--- config.mk ---
export PLATFORM = sky130hd
export DESIGN_NAME = ncpu32k_regf_wb_arb_flat
export DESIGN_NICKNAME = d
export VERILOG_FILES = /design/src/rtl/ncpu32k_regf_wb_arb_pkg.sv /design/src/rtl/ncpu32k_regf_wb_arb_if.sv /design/src/rtl/ncpu32k_cell_rr_arb.sv /design/src/rtl/ncpu32k_regf_wb_arb.sv /design/src/flat_wrapper.sv
export SDC_FILE = /design/constraint.sdc
export NUM_CORES = 1
export LEC_CHECK = 0
export CORE_MARGIN = 4
export CORE_UTILIZATION = 45
export DETAILED_ROUTE_END_ITERATION = 8
export HOLD_SLACK_MARGIN = 0.12
export PLACE_DENSITY_LB_ADDON = 0.1
export SLEW_MARGIN = 20
export SYNTH_ARGS = -nofsm -noshare
export SYNTH_HDL_FRONTEND = slang
export SYNTH_SLANG_ARGS = --single-unit
--- constraint.sdc ---
create_clock -name clk -period 2.93 [get_ports clk]
set_input_delay 0.4395 -clock clk [delete_from_list [all_inputs] [get_ports clk]]
set_output_delay 0.4395 -clock clk [all_outputs]
set_load 0.01 [all_outputs]
--- src/rtl/ncpu32k_regf_wb_arb_pkg.sv ---
// ----------------------------------------------------------------------------
// ncpu32k_regf_wb_arb_pkg
//   Shared core configuration for the regfile writeback path: register address
//   width, data width, default requester count and small helpers used by the
//   arbiter and its round-robin cell.
// ----------------------------------------------------------------------------
package ncpu32k_regf_wb_arb_pkg;

  localparam int NCPU_REG_AW = 5;    // 32 architectural registers
  localparam int NCPU_DW     = 32;   // datapath width
  localparam int NREQ_DEF    = 3;    // default number of writeback requesters

  // Width of a round-robin pointer over n requesters (at least one bit).
  function automatic int ptr_w(input int n);
    return (n > 1) ? $clog2(n) : 1;
  endfunction

  // Next round-robin start position after requester idx was served.
  function automatic int rr_next(input int idx, input int n);
    return (idx + 1 >= n) ? 0 : idx + 1;
  endfunction

endpackage

--- src/rtl/ncpu32k_regf_wb_arb_if.sv ---
// ----------------------------------------------------------------------------
// ncpu32k_regf_wb_arb_if
//   Writeback request bus between the execution units and the regfile
//   writeback arbiter. Slice i of wb_addr/wb_dat belongs to requester i.
//   master : requester side (drives valid/addr/dat, sees ready)
//   slave  : arbiter side   (sees valid/addr/dat, drives ready)
// ----------------------------------------------------------------------------
interface ncpu32k_regf_wb_arb_if
  import ncpu32k_regf_wb_arb_pkg::*;
#(
  parameter int NREQ = NREQ_DEF,
  parameter int AW   = NCPU_REG_AW,
  parameter int DW   = NCPU_DW
);
  logic [NREQ-1:0]    wb_valid;
  logic [NREQ-1:0]    wb_ready;
  logic [NREQ*AW-1:0] wb_addr;
  logic [NREQ*DW-1:0] wb_dat;

  modport master (output wb_valid, output wb_addr, output wb_dat, input  wb_ready);
  modport slave  (input  wb_valid, input  wb_addr, input  wb_dat, output wb_ready);
endinterface

--- src/rtl/ncpu32k_cell_rr_arb.sv ---
// ----------------------------------------------------------------------------
// ncpu32k_cell_rr_arb
//   Purely combinational round-robin grant: picks the first valid requester
//   searching upward from ptr with wrap-around.
//   valid     : request vector
//   ptr       : search start index
//   grant     : one-hot grant (all-zero when nothing is valid)
//   grant_idx : binary index of the granted requester (0 when none)
//   grant_any : some requester was granted
// ----------------------------------------------------------------------------
module ncpu32k_cell_rr_arb
  import ncpu32k_regf_wb_arb_pkg::*;
#(
  parameter int N  = 3,
  parameter int PW = ptr_w(N)
) (
  input  logic [N-1:0]  valid,
  input  logic [PW-1:0] ptr,
  output logic [N-1:0]  grant,
  output logic [PW-1:0] grant_idx,
  output logic          grant_any
);

  logic [PW-1:0] sel;

  always_comb begin
    grant     = '0;
    grant_idx = '0;
    grant_any = 1'b0;
    sel       = '0;
    for (int k = 0; k < N; k++) begin
      sel = PW'((int'(ptr) + k) % N);
      if (!grant_any && valid[sel]) begin
        grant[sel] = 1'b1;
        grant_idx  = sel;
        grant_any  = 1'b1;
      end
    end
  end

endmodule

--- src/rtl/ncpu32k_regf_wb_arb.sv ---
// ----------------------------------------------------------------------------
// ncpu32k_regf_wb_arb
//   Regfile writeback arbiter with register scoreboard.
//   clk, rst_n          : clock, synchronous active-low reset
//   wb (slave)          : NREQ writeback requesters, round-robin arbitrated
//   flush               : drop speculative state (busy bits, new accepts)
//   sb_set_valid/addr   : issue stage marks a destination register pending
//   sb_rs1/rs2_addr     : operand registers to check
//   sb_rs1/rs2/rd_busy  : pending status (bypass-masked against the write)
//   regf_we/din_addr/din: registered regfile write port, one cycle after accept
// ----------------------------------------------------------------------------
module ncpu32k_regf_wb_arb
  import ncpu32k_regf_wb_arb_pkg::*;
#(
  parameter int NREQ = NREQ_DEF,
  parameter int AW   = NCPU_REG_AW,
  parameter int DW   = NCPU_DW
) (
  input  logic                   clk,
  input  logic                   rst_n,
  ncpu32k_regf_wb_arb_if.slave   wb,
  input  logic                   flush,
  input  logic                   sb_set_valid,
  input  logic [AW-1:0]          sb_set_addr,
  input  logic [AW-1:0]          sb_rs1_addr,
  input  logic [AW-1:0]          sb_rs2_addr,
  output logic                   sb_rs1_busy,
  output logic                   sb_rs2_busy,
  output logic                   sb_rd_busy,
  output logic                   regf_we,
  output logic [AW-1:0]          regf_din_addr,
  output logic [DW-1:0]          regf_din
);

  localparam int PW   = ptr_w(NREQ);
  localparam int NREG = 1 << AW;

  logic [PW-1:0]   rr_ptr_q, rr_ptr_d;
  logic            regf_we_q, regf_we_d;
  logic [AW-1:0]   regf_din_addr_q, regf_din_addr_d;
  logic [DW-1:0]   regf_din_q, regf_din_d;
  logic [NREG-1:1] busy_q, busy_d;

  logic [NREQ-1:0] grant;
  logic [PW-1:0]   grant_idx;
  logic            grant_any;
  logic            accept;
  logic [AW-1:0]   win_addr;
  logic [DW-1:0]   win_dat;
  logic [NREG-1:0] busy_full;

  ncpu32k_cell_rr_arb #(.N(NREQ), .PW(PW)) u_rr_arb (
    .valid     (wb.wb_valid),
    .ptr       (rr_ptr_q),
    .grant     (grant),
    .grant_idx (grant_idx),
    .grant_any (grant_any)
  );

  // Nothing is accepted during reset or flush, so the pointer holds there too.
  assign accept      = grant_any & rst_n & ~flush;
  assign wb.wb_ready = accept ? grant : '0;
  assign win_addr    = wb.wb_addr[int'(grant_idx)*AW +: AW];
  assign win_dat     = wb.wb_dat[int'(grant_idx)*DW +: DW];

  always_comb begin
    rr_ptr_d        = rr_ptr_q;
    regf_we_d       = 1'b0;
    regf_din_addr_d = regf_din_addr_q;
    regf_din_d      = regf_din_q;
    if (accept) begin
      rr_ptr_d        = PW'(rr_next(int'(grant_idx), NREQ));
      // r0 writes are consumed but never reach the regfile.
      regf_we_d       = (win_addr != '0);
      regf_din_addr_d = win_addr;
      regf_din_d      = win_dat;
    end
  end

  // Clear on writeback first, then set, so a same-cycle set wins.
  always_comb begin
    busy_d = busy_q;
    for (int r = 1; r < NREG; r++) begin
      if (regf_we_q && regf_din_addr_q == AW'(r))
        busy_d[r] = 1'b0;
      if (sb_set_valid && sb_set_addr == AW'(r))
        busy_d[r] = 1'b1;
      if (flush)
        busy_d[r] = 1'b0;
    end
  end

  // Register 0 is never pending; the write being applied this cycle is
  // visible through the regfile bypass, so it masks its own busy bit.
  assign busy_full   = {busy_q, 1'b0};
  assign sb_rs1_busy = busy_full[sb_rs1_addr] & ~(regf_we_q && regf_din_addr_q == sb_rs1_addr);
  assign sb_rs2_busy = busy_full[sb_rs2_addr] & ~(regf_we_q && regf_din_addr_q == sb_rs2_addr);
  assign sb_rd_busy  = busy_full[sb_set_addr] & ~(regf_we_q && regf_din_addr_q == sb_set_addr);

  always_ff @(posedge clk) begin
    if (!rst_n) begin
      rr_ptr_q        <= '0;
      regf_we_q       <= 1'b0;
      regf_din_addr_q <= '0;
      regf_din_q      <= '0;
      busy_q          <= '0;
    end else begin
      rr_ptr_q        <= rr_ptr_d;
      regf_we_q       <= regf_we_d;
      regf_din_addr_q <= regf_din_addr_d;
      regf_din_q      <= regf_din_d;
      busy_q          <= busy_d;
    end
  end

  assign regf_we       = regf_we_q;
  assign regf_din_addr = regf_din_addr_q;
  assign regf_din      = regf_din_q;

endmodule

--- src/flat_wrapper.sv ---
// flat-port wrapper written by rule: the top's interface ports become plain ports
module ncpu32k_regf_wb_arb_flat import ncpu32k_regf_wb_arb_pkg::*;
#(
  parameter int NREQ = NREQ_DEF,
  parameter int AW   = NCPU_REG_AW,
  parameter int DW   = NCPU_DW
)
  (clk, rst_n, flush, sb_set_valid, sb_set_addr, sb_rs1_addr, sb_rs2_addr, sb_rs1_busy, sb_rs2_busy, sb_rd_busy, regf_we, regf_din_addr, regf_din, wb_wb_valid, wb_wb_addr, wb_wb_dat, wb_wb_ready);
  ncpu32k_regf_wb_arb_if #(.NREQ(NREQ), .AW(AW), .DW(DW)) wb_i ();
  input  logic clk;
  input  logic rst_n;
  input  logic flush;
  input  logic sb_set_valid;
  input  logic [AW-1:0] sb_set_addr;
  input  logic [AW-1:0] sb_rs1_addr;
  input  logic [AW-1:0] sb_rs2_addr;
  output logic sb_rs1_busy;
  output logic sb_rs2_busy;
  output logic sb_rd_busy;
  output logic regf_we;
  output logic [AW-1:0] regf_din_addr;
  output logic [DW-1:0] regf_din;
  input wire logic [$bits(wb_i.wb_valid)-1:0] wb_wb_valid;
  input wire logic [$bits(wb_i.wb_addr)-1:0] wb_wb_addr;
  input wire logic [$bits(wb_i.wb_dat)-1:0] wb_wb_dat;
  output wire logic [$bits(wb_i.wb_ready)-1:0] wb_wb_ready;
  assign wb_i.wb_valid = wb_wb_valid;
  assign wb_i.wb_addr = wb_wb_addr;
  assign wb_i.wb_dat = wb_wb_dat;
  assign wb_wb_ready = wb_i.wb_ready;
  ncpu32k_regf_wb_arb #(.NREQ(NREQ), .AW(AW), .DW(DW)) u_core (.clk(clk), .rst_n(rst_n), .wb(wb_i), .flush(flush), .sb_set_valid(sb_set_valid), .sb_set_addr(sb_set_addr), .sb_rs1_addr(sb_rs1_addr), .sb_rs2_addr(sb_rs2_addr), .sb_rs1_busy(sb_rs1_busy), .sb_rs2_busy(sb_rs2_busy), .sb_rd_busy(sb_rd_busy), .regf_we(regf_we), .regf_din_addr(regf_din_addr), .regf_din(regf_din));
endmodule
==> impl_metrics.json <==
{
  "detail_route.wirelength_um": 16600,
  "pin_count": 177,
  "cts_tree": "done",
  "setup_viol": 0,
  "cell_repeated_most_along_the_worst_path": "sky130_fd_sc_hd__mux4_2",
  "layout_min_cycle_time_ps": 2820,
  "ys_seq_elements": 71,
  "die_h_um": 110,
  "areaGrowthSynthToFinish_pct": 50.1,
  "critical_path.cell_chain": "dlygate4sd2_1, bufbuf_16, mux4_2, mux4_2, mux2i_1, a31oi_1, clkdlybuf4s15_2",
  "site_rows": 36,
  "drt.antenna.violating_nets": 0,
  "synth_area_mm2": 0.00465,
  "drive_gt1_share_pct": 16.4,
  "power.clock.fraction_pct": 23.3,
  "internal_cell_power_mw": 1.99,
  "critical_path_depth": 7,
  "detailedPlacementHpwl_um": 12700,
  "top_layer_used": "met4",
  "power.sequential.fraction_pct": 38.9,
  "timing.critical_path.buf_inv": 3,
  "core_region_mm2": 0.00991,
  "ctsHtreeMaxLevel": 3,
  "yosys.cell_count.top_type": "sky130_fd_sc_hd__nand2_1",
  "final.setup_skew_ps": 5.94,
  "wire_per_inst_um": 19.1,
  "outcome": "finished clean",
  "yosys_most_used_dff": "sky130_fd_sc_hd__dfxtp_1",
  "numCtsBuffers": 9,
  "yosysUniqueCellTypes": 47,
  "critical_path.slowest_cell": "sky130_fd_sc_hd__mux4_2",
  "hold_depth": 1,
  "cp-end-kind": "primary output",
  "timing_max_transition_violations_final": 0,
  "max-clock-path-buffers": 2,
  "rr_worst_depth": 9,
  "proportion_of_synthesized_chip_area_in_sequential_cells_pct": 30.6,
  "max_freq_mhz": 354,
  "postPlaceCellArea_mm2": 0.00671,
  "min_period_over_period_pct": 96.3,
  "floorplan.initialDensity_pct": 46.9,
  "nets": 872,
  "synth.top_cell.area_share_pct": 30.6,
  "grt.total_usage_pct": 28.1,
  "part_of_the_power_in_combinational_logic_pct": 37.8,
  "final_cell_area_mm2": 0.00697,
  "yosysTopAreaCell": "sky130_fd_sc_hd__dfxtp_1",
  "p_sw_share_pct": 32.0,
  "netlist_instances": 557,
  "wl_met2_um": 8130,
  "wl_met1_um": 6100,
  "antennaDiodeCount": 0,
  "die_ar_mm2": 0.0120,
  "gp_congestion": 1.01,
  "vias": 5119,
  "setup.worst_path.start_class": "input port",
  "cp_top_family": "multiplexers",
  "floorplan.die.width_um": 110,
  "yosys-top-cells-area": "sky130_fd_sc_hd__dfxtp_1 31%, sky130_fd_sc_hd__mux4_2 13%, sky130_fd_sc_hd__nand2_1 9.5%",
  "clk_transition_reported_paths_ps": 70,
  "syn_nets": 694,
  "drt-initial-drc-count": 298,
  "power_density_mw_per_mm2": 419,
  "slew_worst_pin_ps": 722,
  "drt-pass1-iter-count": 5,
  "grt_antenna_before_repair": 0,
  "total_power_mw": 2.92,
  "dr_wl_met3_um": 1990,
  "yosys_warnings": 0,
  "cellLeakagePower_nw": 2.60,
  "grt_max_degree": 74,
  "critPathMaxFanout": 5,
  "peakVddDrop_mv": 0.281,
  "grt_first_pass_wirelength_um": 26200,
  "critPathKind": "input port to primary output",
  "required_ps": 2490,
  "final-instance-count-excl-fill": 871,
  "cp_data_arrival_time_ps": 2380,
  "cts.sink_count": 71,
  "grt_pass1_vias": 5116,
  "grt_remaining_overflow": 0,
  "post_synth_most_frequent_cells": "117 x sky130_fd_sc_hd__nand2_1, 71 x sky130_fd_sc_hd__dfxtp_1, 47 x sky130_fd_sc_hd__nor2_1",
  "clock_latency_ps": 340,
  "p_switching_mw": 0.934,
  "remaining_drc_errors": 0,
  "port-buffer-count": 176,
  "synth-edff-count": 0,
  "cts.repair_timing.setup_buffer_count": 0,
  "clock_tree.root_cell": "sky130_fd_sc_hd__clkbuf_8",
  "synthesis.area_per_instance_um2": 8.34,
  "place_inst": 855,
  "final_hold_viol_count": 0,
  "hp-class": "flip-flop to flip-flop",
  "drt-vias-per-instance": 5.88,
  "worst_path_largest_cell_delay_ps": 480,
  "cap_violations": 0,
  "worst_slew_margin_rel_pct": 51.9,
  "asyncSetResetFlopFracSynth_pct": 0
}
==> stage by stage <==
| stage | hold slack [ps] | worst slack (ps) | TNS [ps] | utilization [%] |
|---|---|---|---|---|
| after detailed placement | 464 | -358 | -1220 | 67.7 |
| after CTS | 486 | -17.3 | -17.3 | 70.1 |
| after global routing | 504 | -0.0788 | -0.0788 | 70.4 |
| after floorplan | 464 | 381 | 0 | - |
| final | 478 | 107 | 0 | 70.4 |
| after global placement | 457 | -283 | -1020 | 67.7 |
==> path summary, 6_finish.rpt <==
check	to	startpoint	slack (ps)
max	sb_rs2_busy	sb_rs2_addr[0]	110
min	u_core.regf_din[2]	u_core.regf_din[2]	480
max reg2reg	u_core.regf_din_addr[1]	u_core.rr_ptr_q[1]	430
min reg2reg	u_core.regf_din[2]	u_core.regf_din[2]	480
==> state kept, by name, summed over array words and instances (netlist names) <==
signal / count
u_core.rr_ptr_q: 2
u_core.regf_we: 1
u_core.regf_din: 32
u_core.regf_din_addr: 5
u_core.busy_q: 31
==> repair_timing <==
action	4_1_cts	5_1_grt
gates resized for setup	18	12
endpoints found under the setup margin	6	4
pin swaps	0	1
cloned	2	0
hold buffers	0	0
==> final cells by class <==
class / count / area [um^2]
clock buffers: 13 / 159
clock inverters: 1 / 5.00
inverters: 2 / 7.51
multi-input cells: 433 / 3010
repair buffers: 218 / 2200
fillers: 805 / 2940
well taps: 133 / 166
flip-flops and latches: 71 / 1420
==> layout by cell type (no fill, tap or decap), drive strengths merged, types with 6 or more instances in the layout <==
master / netlist / layout
o21ai: 35 / 35
nor4: 7 / 7
buf: 25 / 41
mux2i: 6 / 6
nor2: 47 / 47
nand3: 13 / 13
clkdlybuf4s50: 0 / 167
a21oi: 35 / 35
xor2: 12 / 12
nand2b: 6 / 6
a311oi: 36 / 36
nor2b: 9 / 9
dfxtp: 71 / 71
nand2: 117 / 117
mux4: 27 / 27
a31o: 36 / 36
clkbuf: 26 / 14
==> routing by layer <==
metal / up-vias / track usage [%]
li1: 2410 / -
met1: 2409 / 32.9
met2: 265 / 46.7
met3: 35 / 10.6
met4: 0 / 10.4
met5: - / 0
==> worst register-to-register path, delay by kind of cell (launching register included) <==
family                   cells  cell delay [ps]
multiplexers                 2              420
adder cells (fa/ha/maj)      1              170
flip-flops                   1              350
AO/OA/AOI/OAI                3              660
buffers and inverters        3              800
==> power groups by stage <==
stage                     registers (mW)  clock network (mW)  logic, mW
after floorplan                     1.15                   0      0.527
after global placement              1.15                   0       1.07
after detailed placement            1.15                   0       1.09
after CTS                           1.13               0.701       1.10
after global routing                1.15               0.739       1.20
final                               1.14               0.680       1.10
==> kinds of logic (layout without fill, tap and decap cells) <==
kind of cell | after synthesis | after routing | share of synthesized area, %
AOI/OAI and AO/OA | 162 | 162 | 24.7
xor gates and xnor gates | 15 | 15 | 2.83
adders and majority gates | 4 | 4 | 1.08
buffers and inverters | 53 | 234 | 5.36
DFF | 71 | 71 | 30.6
muxes | 37 | 37 | 15.4
and+or+nand+nor | 215 | 215 | 20.1
(Power assumes the default switching activity.)
